## config.mk

```make
export PLATFORM = sky130hd
export DESIGN_NAME = hamming_serial_enc
export DESIGN_NICKNAME = d
export VERILOG_FILES = /design/src/rtl/hamming_pkg.sv /design/src/rtl/hamming_serial_enc.sv
export SDC_FILE = /design/constraint.sdc
export NUM_CORES = 1
export LEC_CHECK = 0
export CAP_MARGIN = 20
export CORE_MARGIN = 10
export CORE_UTILIZATION = 40
export DETAILED_ROUTE_END_ITERATION = 7
export PLACE_DENSITY = 0.63
export SLEW_MARGIN = 20
export SYNTH_ARGS = -nofsm -noshare
export SYNTH_HDL_FRONTEND = slang
export SYNTH_SLANG_ARGS = --single-unit
```

## constraint.sdc

```tcl
create_clock -name clk -period 1.8 [get_ports clk]
set_input_delay 0.18 -clock clk [delete_from_list [all_inputs] [get_ports clk]]
set_output_delay 0.18 -clock clk [all_outputs]
set_load 0.005 [all_outputs]
```

## src/rtl/hamming_pkg.sv

```systemverilog
// Shared types and helpers for the parametrised serial Hamming encoder.
//
// Contents:
//   state_e     - encoder FSM states (IDLE / LOAD / EMIT)
//   MAX_R       - largest supported number of parity bits
//   pos_of      - codeword position (1-based) of data bit j
//   parity_mask - set of parity indices a codeword position feeds
package hamming_pkg;

  typedef enum logic [1:0] {
    IDLE = 2'd0,
    LOAD = 2'd1,
    EMIT = 2'd2
  } state_e;

  localparam int MAX_R = 6;

  // Data bits fill the non-power-of-two positions in ascending order.
  function automatic int pos_of(input int j);
    int seen;
    int result;
    seen   = 0;
    result = 0;
    for (int pos = 1; pos < 64; pos++) begin
      if ((pos & (pos - 1)) != 0) begin
        if (seen == j && result == 0) result = pos;
        seen++;
      end
    end
    return result;
  endfunction

  // Parity p_i covers every position whose binary index has bit i set.
  function automatic logic [MAX_R-1:0] parity_mask(input int pos, input int r);
    logic [MAX_R-1:0] m;
    for (int i = 0; i < MAX_R; i++) begin
      m[i] = (i < r) && pos[i];
    end
    return m;
  endfunction

endpackage

```

## src/rtl/hamming_serial_enc.sv

```systemverilog
// Parametrised serial Hamming encoder.
//
// Collects K = 2^R-1-R data bits LSB-first over a valid/ready stream, then
// emits the codeword serially: data bits d0..d(K-1), then parity p0..p(R-1).
// Parity is accumulated while the word loads, so emission starts the cycle
// after the last input bit is accepted.
//
// Optional feature: define HAMMING_SECDED_EN to append an overall-parity bit
// (XOR of all data and parity bits) after p(R-1), giving N+1 output bits.
//
// Ports:
//   clk       in   system clock, rising edge
//   rst       in   synchronous active-high reset
//   in_bit    in   serial data bit, d0 first
//   in_valid  in   in_bit valid
//   in_ready  out  encoder accepts a bit this cycle
//   out_bit   out  serial codeword bit (registered)
//   out_valid out  out_bit valid (registered)
//   out_ready in   sink accepts out_bit
//   out_last  out  final codeword bit (registered)
//   busy      out  FSM not in IDLE
module hamming_serial_enc
  import hamming_pkg::*;
#(
  parameter int R = 4
) (
  input  logic clk,
  input  logic rst,
  input  logic in_bit,
  input  logic in_valid,
  output logic in_ready,
  output logic out_bit,
  output logic out_valid,
  input  logic out_ready,
  output logic out_last,
  output logic busy
);

  localparam int K  = 2**R - 1 - R;
  localparam int N  = 2**R - 1;
`ifdef HAMMING_SECDED_EN
  localparam int PW   = R + 1;
  localparam int LAST = N;
`else
  localparam int PW   = R;
  localparam int LAST = N - 1;
`endif
  localparam int LEN = LAST + 1;
  localparam int CW  = $clog2(N + 2);

  if ((R < 3) || (R > MAX_R)) begin : g_bad_r
    $error("hamming_serial_enc: R must be in 3..6");
  end

  state_e          state_q;
  logic [K-1:0]    data_q, data_d;
  logic [PW-1:0]   par_q, par_d;
  logic [CW-1:0]   cnt_q, ocnt_q, ocnt_inc;
  logic            out_bit_q, out_valid_q, out_last_q;
  logic            accept;
  logic [R-1:0]    mask;
  logic [MAX_R-1:0] mask_full;
  logic [LEN-1:0]  cw;
  logic            nxt_bit;

  assign in_ready  = (state_q != EMIT);
  assign busy      = (state_q != IDLE);
  assign out_bit   = out_bit_q;
  assign out_valid = out_valid_q;
  assign out_last  = out_last_q;

  assign accept   = in_valid & in_ready;
  assign ocnt_inc = ocnt_q + CW'(1);
  // Stream order is data LSB-first, then p0.., so the codeword is a concat.
  assign cw       = {par_q, data_q};

  // NOTE: every signal driven here gets a default before any conditional
  // assignment, so no path leaves it unassigned and no latch is inferred.
  always_comb begin
    mask_full = '0;
    mask      = '0;
    data_d    = data_q;
    par_d     = par_q;
    nxt_bit   = 1'b0;
    for (int j = 0; j < K; j++) begin
      if (cnt_q == CW'(j)) begin
        mask_full = parity_mask(pos_of(j), R);
        if (accept) data_d[j] = in_bit;
      end
    end
    mask = mask_full[R-1:0];
    if (accept) begin
      par_d[R-1:0] = par_q[R-1:0] ^ (mask & {R{in_bit}});
`ifdef HAMMING_SECDED_EN
      // The bit reaches the overall parity once directly and once through
      // each parity it feeds; the net effect is odd only for an even mask.
      par_d[R] = par_q[R] ^ (in_bit & ~(^mask));
`endif
    end
    for (int i = 0; i < LEN; i++) begin
      if (ocnt_inc == CW'(i)) nxt_bit = cw[i];
    end
  end

  // NOTE: state is updated with non-blocking assignments so every register
  // samples the pre-edge values, independent of statement order.
  always_ff @(posedge clk) begin
    if (rst) begin
      // NOTE: the data buffer is small and is cleared on reset so an aborted
      // frame can never leak stale bits into the next codeword.
      state_q     <= IDLE;
      data_q      <= '0;
      par_q       <= '0;
      cnt_q       <= '0;
      ocnt_q      <= '0;
      out_bit_q   <= 1'b0;
      out_valid_q <= 1'b0;
      out_last_q  <= 1'b0;
    end else begin
      case (state_q)
        IDLE: begin
          if (accept) begin
            data_q  <= data_d;
            par_q   <= par_d;
            cnt_q   <= CW'(1);
            state_q <= LOAD;
          end
        end
        LOAD: begin
          if (accept) begin
            data_q <= data_d;
            par_q  <= par_d;
            if (cnt_q == CW'(K - 1)) begin
              state_q     <= EMIT;
              cnt_q       <= '0;
              ocnt_q      <= '0;
              out_valid_q <= 1'b1;
              out_bit_q   <= data_d[0];
              out_last_q  <= 1'b0;
            end else begin
              cnt_q <= cnt_q + CW'(1);
            end
          end
        end
        EMIT: begin
          if (out_ready) begin
            if (out_last_q) begin
              state_q     <= IDLE;
              ocnt_q      <= '0;
              par_q       <= '0;
              out_valid_q <= 1'b0;
              out_bit_q   <= 1'b0;
              out_last_q  <= 1'b0;
            end else begin
              ocnt_q     <= ocnt_inc;
              out_bit_q  <= nxt_bit;
              out_last_q <= (ocnt_inc == CW'(LAST));
            end
          end
        end
        default: state_q <= IDLE;
      endcase
    end
  end

endmodule

```

==> Word-level counts from Yosys, hierarchy flattened <==
Index checks and enable logic that the tools add are counted.
{ "totals": {"wordCells": 4412, "in_bits": 5, "out_inout_bits": 5, "reg_bits": 30} }
{ "op_classes": {"n_eq_ne": 593, "muxes": 1899, "addsub": 607, "bitwise": 3, "reduce_logical": 1292} }
{ "ops": {"columns": ["op", "count"], "rows": [
  ["32-bit 2-to-1 mux", 1817],
  ["32-bit logical NOT", 662],
  ["32-bit by 2-bit adder with 32-bit output, second input constant", 605],
  ["32-bit by 4-bit == test with 1-bit output, second input constant", 224],
  ["32-bit by 5-bit == test with 1-bit output, second input constant", 168],
  ["32-bit by 3-bit == test with 1-bit output, second input constant", 112],
  ["32-bit by 2-bit == test with 1-bit output, second input constant", 56],
  ["1-bit logical AND", 606],
  ["4-bit 2-to-1 mux", 25],
  ["5-bit by 4-bit == test with 1-bit output, second input constant", 10],
  ["5-bit by 3-bit == test with 1-bit output, second input constant", 8],
  ["5-bit 2-to-1 mux", 7],
  ["3-bit AND reduction", 11],
  ["3-bit 2-to-1 mux", 10],
  ["1-bit 2-to-1 mux", 28],
  ["5-bit by 2-bit == test with 1-bit output, second input constant", 4],
  ["5-bit one-hot mux with 2 select lines", 2],
  ["2-bit inequality test, second input constant", 6],
  ["5-bit by 1-bit adder with 5-bit output, second input constant", 2],
  ["5-bit by 1-bit == test with 1-bit output, second input constant", 2],
  ["5-bit logical NOT", 2],
  ["2-bit 2-to-1 mux", 5],
  ["5-bit AND reduction", 2],
  ["4-bit one-hot mux with 2 select lines", 1],
  ["13 further kinds", 19]
]} }

==> Depth between registers and ports, before layout <==
{ "depth": {"ltp_word": 240, "depth_mapped": 8, "mapped_depth_nobuf": 7} }

==> Least setup slack after synthesis <==
Ideal clock, no wire load.
{ "synth_timing": {"path_type": "reg2reg", "start": "register ocnt_q[0]", "end": "register out_bit_q, in the netlist out_bit", "slack_ns": -0.088, "setup_ns": 0.122, "stages_incl_launch_ff": 8, "arrival_time_ns": 1.765, "path_buffers": 1, "cell_sequence": "dfxtp_1 -> ha_1 -> buf_4 -> xor2_4 -> mux4_2 -> a21oi_1 -> a221o_1 -> a211oi_2"} }
{ "synth_via": {"elab_chain_cells": 20} }
{ "synth_lines": {"columns": ["element", "line", "text"], "rows": [
  ["start, declared", "hamming_serial_enc.sv:58", "logic [CW-1:0] cnt_q, ocnt_q, ocnt_inc;"],
  ["start signal, assigned", "hamming_serial_enc.sv:155", "ocnt_q <= ocnt_inc;"],
  ["5-bit by 1-bit adder with 5-bit output (*)", "hamming_serial_enc.sv:73", "assign ocnt_inc = ocnt_q + CW'(1);"],
  ["5-bit logical NOT", "hamming_serial_enc.sv:101", "if (ocnt_inc == CW'(i)) nxt_bit = cw[i];"],
  ["1-bit 2-to-1 mux (14 in a row)", "hamming_serial_enc.sv:101", null],
  ["1-bit 2-to-1 mux (*)", "hamming_serial_enc.sv:101", null],
  ["1-bit 2-to-1 mux (*)", "hamming_serial_enc.sv:147", "if (out_last_q) begin"],
  ["1-bit 2-to-1 mux (*)", "hamming_serial_enc.sv:146", "if (out_ready) begin"],
  ["1-bit one-hot mux with 2 select lines (*)", "hamming_serial_enc.sv:120", "case (state_q)"],
  ["end signal, assigned", "hamming_serial_enc.sv:138", "out_bit_q <= data_d[0];"],
  ["end signal, assigned", "hamming_serial_enc.sv:156", "out_bit_q <= nxt_bit;"],
  ["end, declared", "hamming_serial_enc.sv:59", "logic out_bit_q, out_valid_q, out_last_q;"]
]} }
Mark *: on every way between the ends. The rest lies on a longest branch, timed or not. The select of a mux whose other input is x is not followed.
A chain may end at the register's enable or synchronous reset.

==> Worst setup path after layout <==
{ "layout_timing": {"start": "register state_q[1]", "end": "output port in_ready"} }
{ "layout_via": {"elab_chain_cells": 1} }
{ "layout_lines": {"columns": ["element", "line", "text"], "rows": [
  ["start, declared", "hamming_serial_enc.sv:55", "state_e state_q;"],
  ["start signal, assigned", "hamming_serial_enc.sv:111", "state_q <= IDLE;"],
  ["start signal, assigned", "hamming_serial_enc.sv:126", "state_q <= LOAD;"],
  ["start signal, assigned", "hamming_serial_enc.sv:134", "state_q <= EMIT;"],
  ["2-bit inequality test", "hamming_serial_enc.sv:66", "assign in_ready = (state_q != EMIT);"],
  ["end, declared", "hamming_serial_enc.sv:31", "output logic in_ready,"]
]} }
No other way between the ends.

==> out/results.md <==
Outcome
* finished, final reports clean — run status

GRT
* 12.4% — GRT Overall Usage
* 7.73 mm — first-pass GRT wire length
* 4.47% — routing usage on met3
* 22 — maximum number of pins on one net before global-route repair
* met2 — layer carrying the most global-route usage
* 0 — total global routing overflow
* 0 — number of antenna violations at the first check in global routing
* 16.4% — global routing met1 resource utilization
* 18.3% — global routing met2 resource utilization
* 1599 — via count of the first global-routing pass

CTS
* 2 — maximum clock path buffer count
* 5 — number of CTS-inserted buffers
* sky130_fd_sc_hd__clkbuf_8 — root buffer cell
* yes — CTS tree
* 2 — deepest level of the CTS H-tree
* 0.29 ns — Clock Latency Late Sink
* 30 — total clock sinks
* 0.07 ns — Clock Pin Slew Worst Setup and Hold Paths

Finish
* 0 — number of diodes
* 1270 um^2 — multi-input combinational cell area
* 606 um^2 — register area
* 441 — filler instances
* 287 — final-stage net count
* 51.3% — core occupancy in the finished layout
* 2410 um^2 — final cell area excluding filler cells
* 328 — final cell count without fillers
* 23.0% — ratio of cells with drive above 1 in the final layout
* 25.1% — layout-stage area growth over the synthesis result

Placed design
* 2220 um^2 — instance area after placement
* 0.814 — routability cong.
* 3.41 mm — DPL Wire Length
* 317 — dpl cells
* -0.00601 ns — pre-CTS worst setup slack
* 9 — PortBufs

Synthesis
* 30 — Yosys reg bits
* 0% — share of async-settable or async-resettable flops after synthesis
* 0 — count of synthesis-stage warnings from yosys
* 49 — count of different cell masters after synthesis
* 240 — count of mapped cells out of synthesis
* 8.01 um^2 — Mapped Avg Cell Area
* 0 — count of flip-flops with a built-in enable after synthesis
* 31.2% — fraction of the yosys area taken by sequential cells
* 254 — Synth Net Count
* sky130_fd_sc_hd__dfxtp_1 — most area-hungry cell type in the Yosys netlist
* 1920 um^2 — total standard cell area after synthesis
* 31.2% — top-area cell type share of the netlist area
* sky130_fd_sc_hd__dfxtp_1 — Most used DFF post-synth
* sky130_fd_sc_hd__dfxtp_1 (31%), sky130_fd_sc_hd__nor2_1 (8.0%), sky130_fd_sc_hd__mux2i_1 (7.3%) — main area contributors after synthesis

Timing
* 0 — Max Transition Viols Final
* 71.3% — slew margin rel.
* 0.0606 ns — setup slack after layout
* 0.575 GHz — FMAX
* 0 — Final Hold Vio Count
* 0.476 ns — minimum hold slack
* 0 ns — total negative slack for setup checks
* 0 — final setup violation count
* 0.00670 ns — skew final
* yes — RSZ-0062 raised after global routing
* 96.6% — period utilization
* 0.426 ns — slew at the pin with the worst max-slew slack
* 1.74 ns — minimum clock period

Pwr
* 1.43 mW — total power draw
* 39.9% — portion of total power attributed to the clock network
* 0.360 mW — reported net switching power
* 12.0% — relative contribution of combinational cells to total power
* 1.00 nW — static power due to leakage
* 517 uV — peak supply drop
* 48.1% — sequential fraction of design power
* 1.07 mW — Internal Power
* 25.2% — sw frac
* 595 nW/um^2 — Pwr Density

Floorplanning
* 7980 um^2 — die area
* 89.3 um — die width
* 10 — number of I/O pins
* 4690 um^2 — area of the core
* 25 — placement row count
* 89.3 um — DIE HEIGHT
* 41.0% — initial core utilization

Min path
* reg -> reg — worst hold path class

Route
* 5.21 — Vias per Instance
* 13.9 um — routed length per placed instance
* 4.58 mm — overall routed net length
* 77 — number of DRC markers in iteration 0
* 5 — number of iterations in the first detailed-routing pass
* 0 — antenna violation net count after detailed routing
* 1710 — detailed-route via count
* 0 — DRC violations left

Critical path
* flop — Worst setup SP type
* 1.62 ns — critical path required time
* primary output — Critical Path End Type
* 1.56 ns — Worst Path Arrival
* reg -> out — Critical Setup Path Class
* 9 — worst-path fanout max

Job
* 0 — number of maximum-capacitance violations

state kept, by name (all words and copies together), names as in the netlist:
name and count:
cnt_q 5, out_valid 1, par_q 4, ocnt_q 5, out_last 1, data_q 11, state_q 2, out_bit 1
area by class of cell:
class,count,share of cell area (%)
multi-input combinational,187,52.7
sequential,30,25.2
timing repair buffer,41,14.1
clock buffer,6,3.43
tap,54,2.81
inverter,8,1.25
clock inverter,2,0.520
path summary, 6_finish.rpt:
path	slack (ns)	depth (start not counted)	from	endpoint
setup / recovery	0.06	3	state_q[1]	in_ready
setup reg to reg	0.07	7	cnt_q[0]	par_q[0]
hold / removal	0.48	2	out_valid	out_valid
hold reg to reg	0.48	2	out_valid	out_valid
timing repair:
action,in CTS,in global routing
setup buffers,1,2
resized for setup,3,15
hold buffers,0,0
setup endpoints to repair,2,5
pin swaps,1,2
endpoints found under the hold margin,0,0
cloned,0,0
power groups by stage:
stage	Combinational, mW	Sequential (mW)	Clock (mW)
5_1_grt	0.191	0.690	0.614
3_3_place_gp	0.154	0.702	0
2_1_floorplan	0.0926	0.700	0
3_5_place_dp	0.157	0.702	0
4_1_cts	0.163	0.687	0.581
6_report	0.172	0.689	0.571
synth_stat cells (2+ instances only):
| master | n |
|---|---|
| sky130_fd_sc_hd__xnor2_1 | 7 |
| sky130_fd_sc_hd__nand2_1 | 21 |
| sky130_fd_sc_hd__or2_2 | 4 |
| sky130_fd_sc_hd__ha_1 | 9 |
| sky130_fd_sc_hd__o21ai_0 | 11 |
| sky130_fd_sc_hd__nor2b_1 | 4 |
| sky130_fd_sc_hd__a211oi_1 | 2 |
| sky130_fd_sc_hd__mux2i_1 | 14 |
| sky130_fd_sc_hd__o211ai_1 | 2 |
| sky130_fd_sc_hd__a21oi_1 | 14 |
| sky130_fd_sc_hd__and3_1 | 2 |
| sky130_fd_sc_hd__nand4_1 | 3 |
| sky130_fd_sc_hd__buf_2 | 6 |
| sky130_fd_sc_hd__nand2b_1 | 4 |
| sky130_fd_sc_hd__nor3_1 | 7 |
| sky130_fd_sc_hd__buf_6 | 2 |
| sky130_fd_sc_hd__dfxtp_1 | 30 |
| sky130_fd_sc_hd__clkbuf_1 | 5 |
| sky130_fd_sc_hd__a21o_1 | 2 |
| sky130_fd_sc_hd__nor4_1 | 2 |
| sky130_fd_sc_hd__a22oi_1 | 5 |
| sky130_fd_sc_hd__nand3b_1 | 4 |
| sky130_fd_sc_hd__nand3_1 | 5 |
| sky130_fd_sc_hd__nor2_1 | 41 |
| sky130_fd_sc_hd__xor2_1 | 3 |
| sky130_fd_sc_hd__inv_1 | 8 |
cells in the final DEF (no fill, tap or decap), types with 5 or more instances in the layout:
cell / Yosys / routed
sky130_fd_sc_hd__o21ai_0: 11 / 9
sky130_fd_sc_hd__xnor2_1: 7 / 7
sky130_fd_sc_hd__nor3_1: 7 / 7
sky130_fd_sc_hd__nand2_1: 21 / 21
sky130_fd_sc_hd__clkbuf_8: 0 / 6
sky130_fd_sc_hd__mux2i_1: 14 / 14
sky130_fd_sc_hd__clkdlybuf4s50_1: 0 / 9
sky130_fd_sc_hd__inv_1: 8 / 7
sky130_fd_sc_hd__dfxtp_1: 30 / 26
sky130_fd_sc_hd__nand3_1: 5 / 5
sky130_fd_sc_hd__nor2_1: 41 / 41
sky130_fd_sc_hd__a21oi_1: 14 / 14
sky130_fd_sc_hd__buf_4: 1 / 30
routing by layer:
metal	vias to the layer above	part of all wire (%)
li1	893	-
met1	788	50
met2	25	45
met3	4	3.5
met4	0	0.85
met5	-	0
critical path: stages, from the launching register on:
cell                              delay [ns]
sky130_fd_sc_hd__dfxtp_1                0.46
sky130_fd_sc_hd__nor2b_2                0.26
sky130_fd_sc_hd__inv_1                  0.10
sky130_fd_sc_hd__clkdlybuf4s50_1        0.45
cell families (layout without fill, tap and decap cells):
family	count (synthesis)	after routing	share of synthesized area, %
buffers and inverters	23	57	5.86
flip-flops	30	30	31.2
XOR/XNOR	11	11	5.99
AO/OA/AOI/OAI	46	46	15.5
AND/OR/NAND/NOR	105	105	26.5
adder cells (fa/ha/maj)	9	9	5.86
multiplexers	16	16	9.04
No activity file was read; power rests on OpenSTA's default activity.
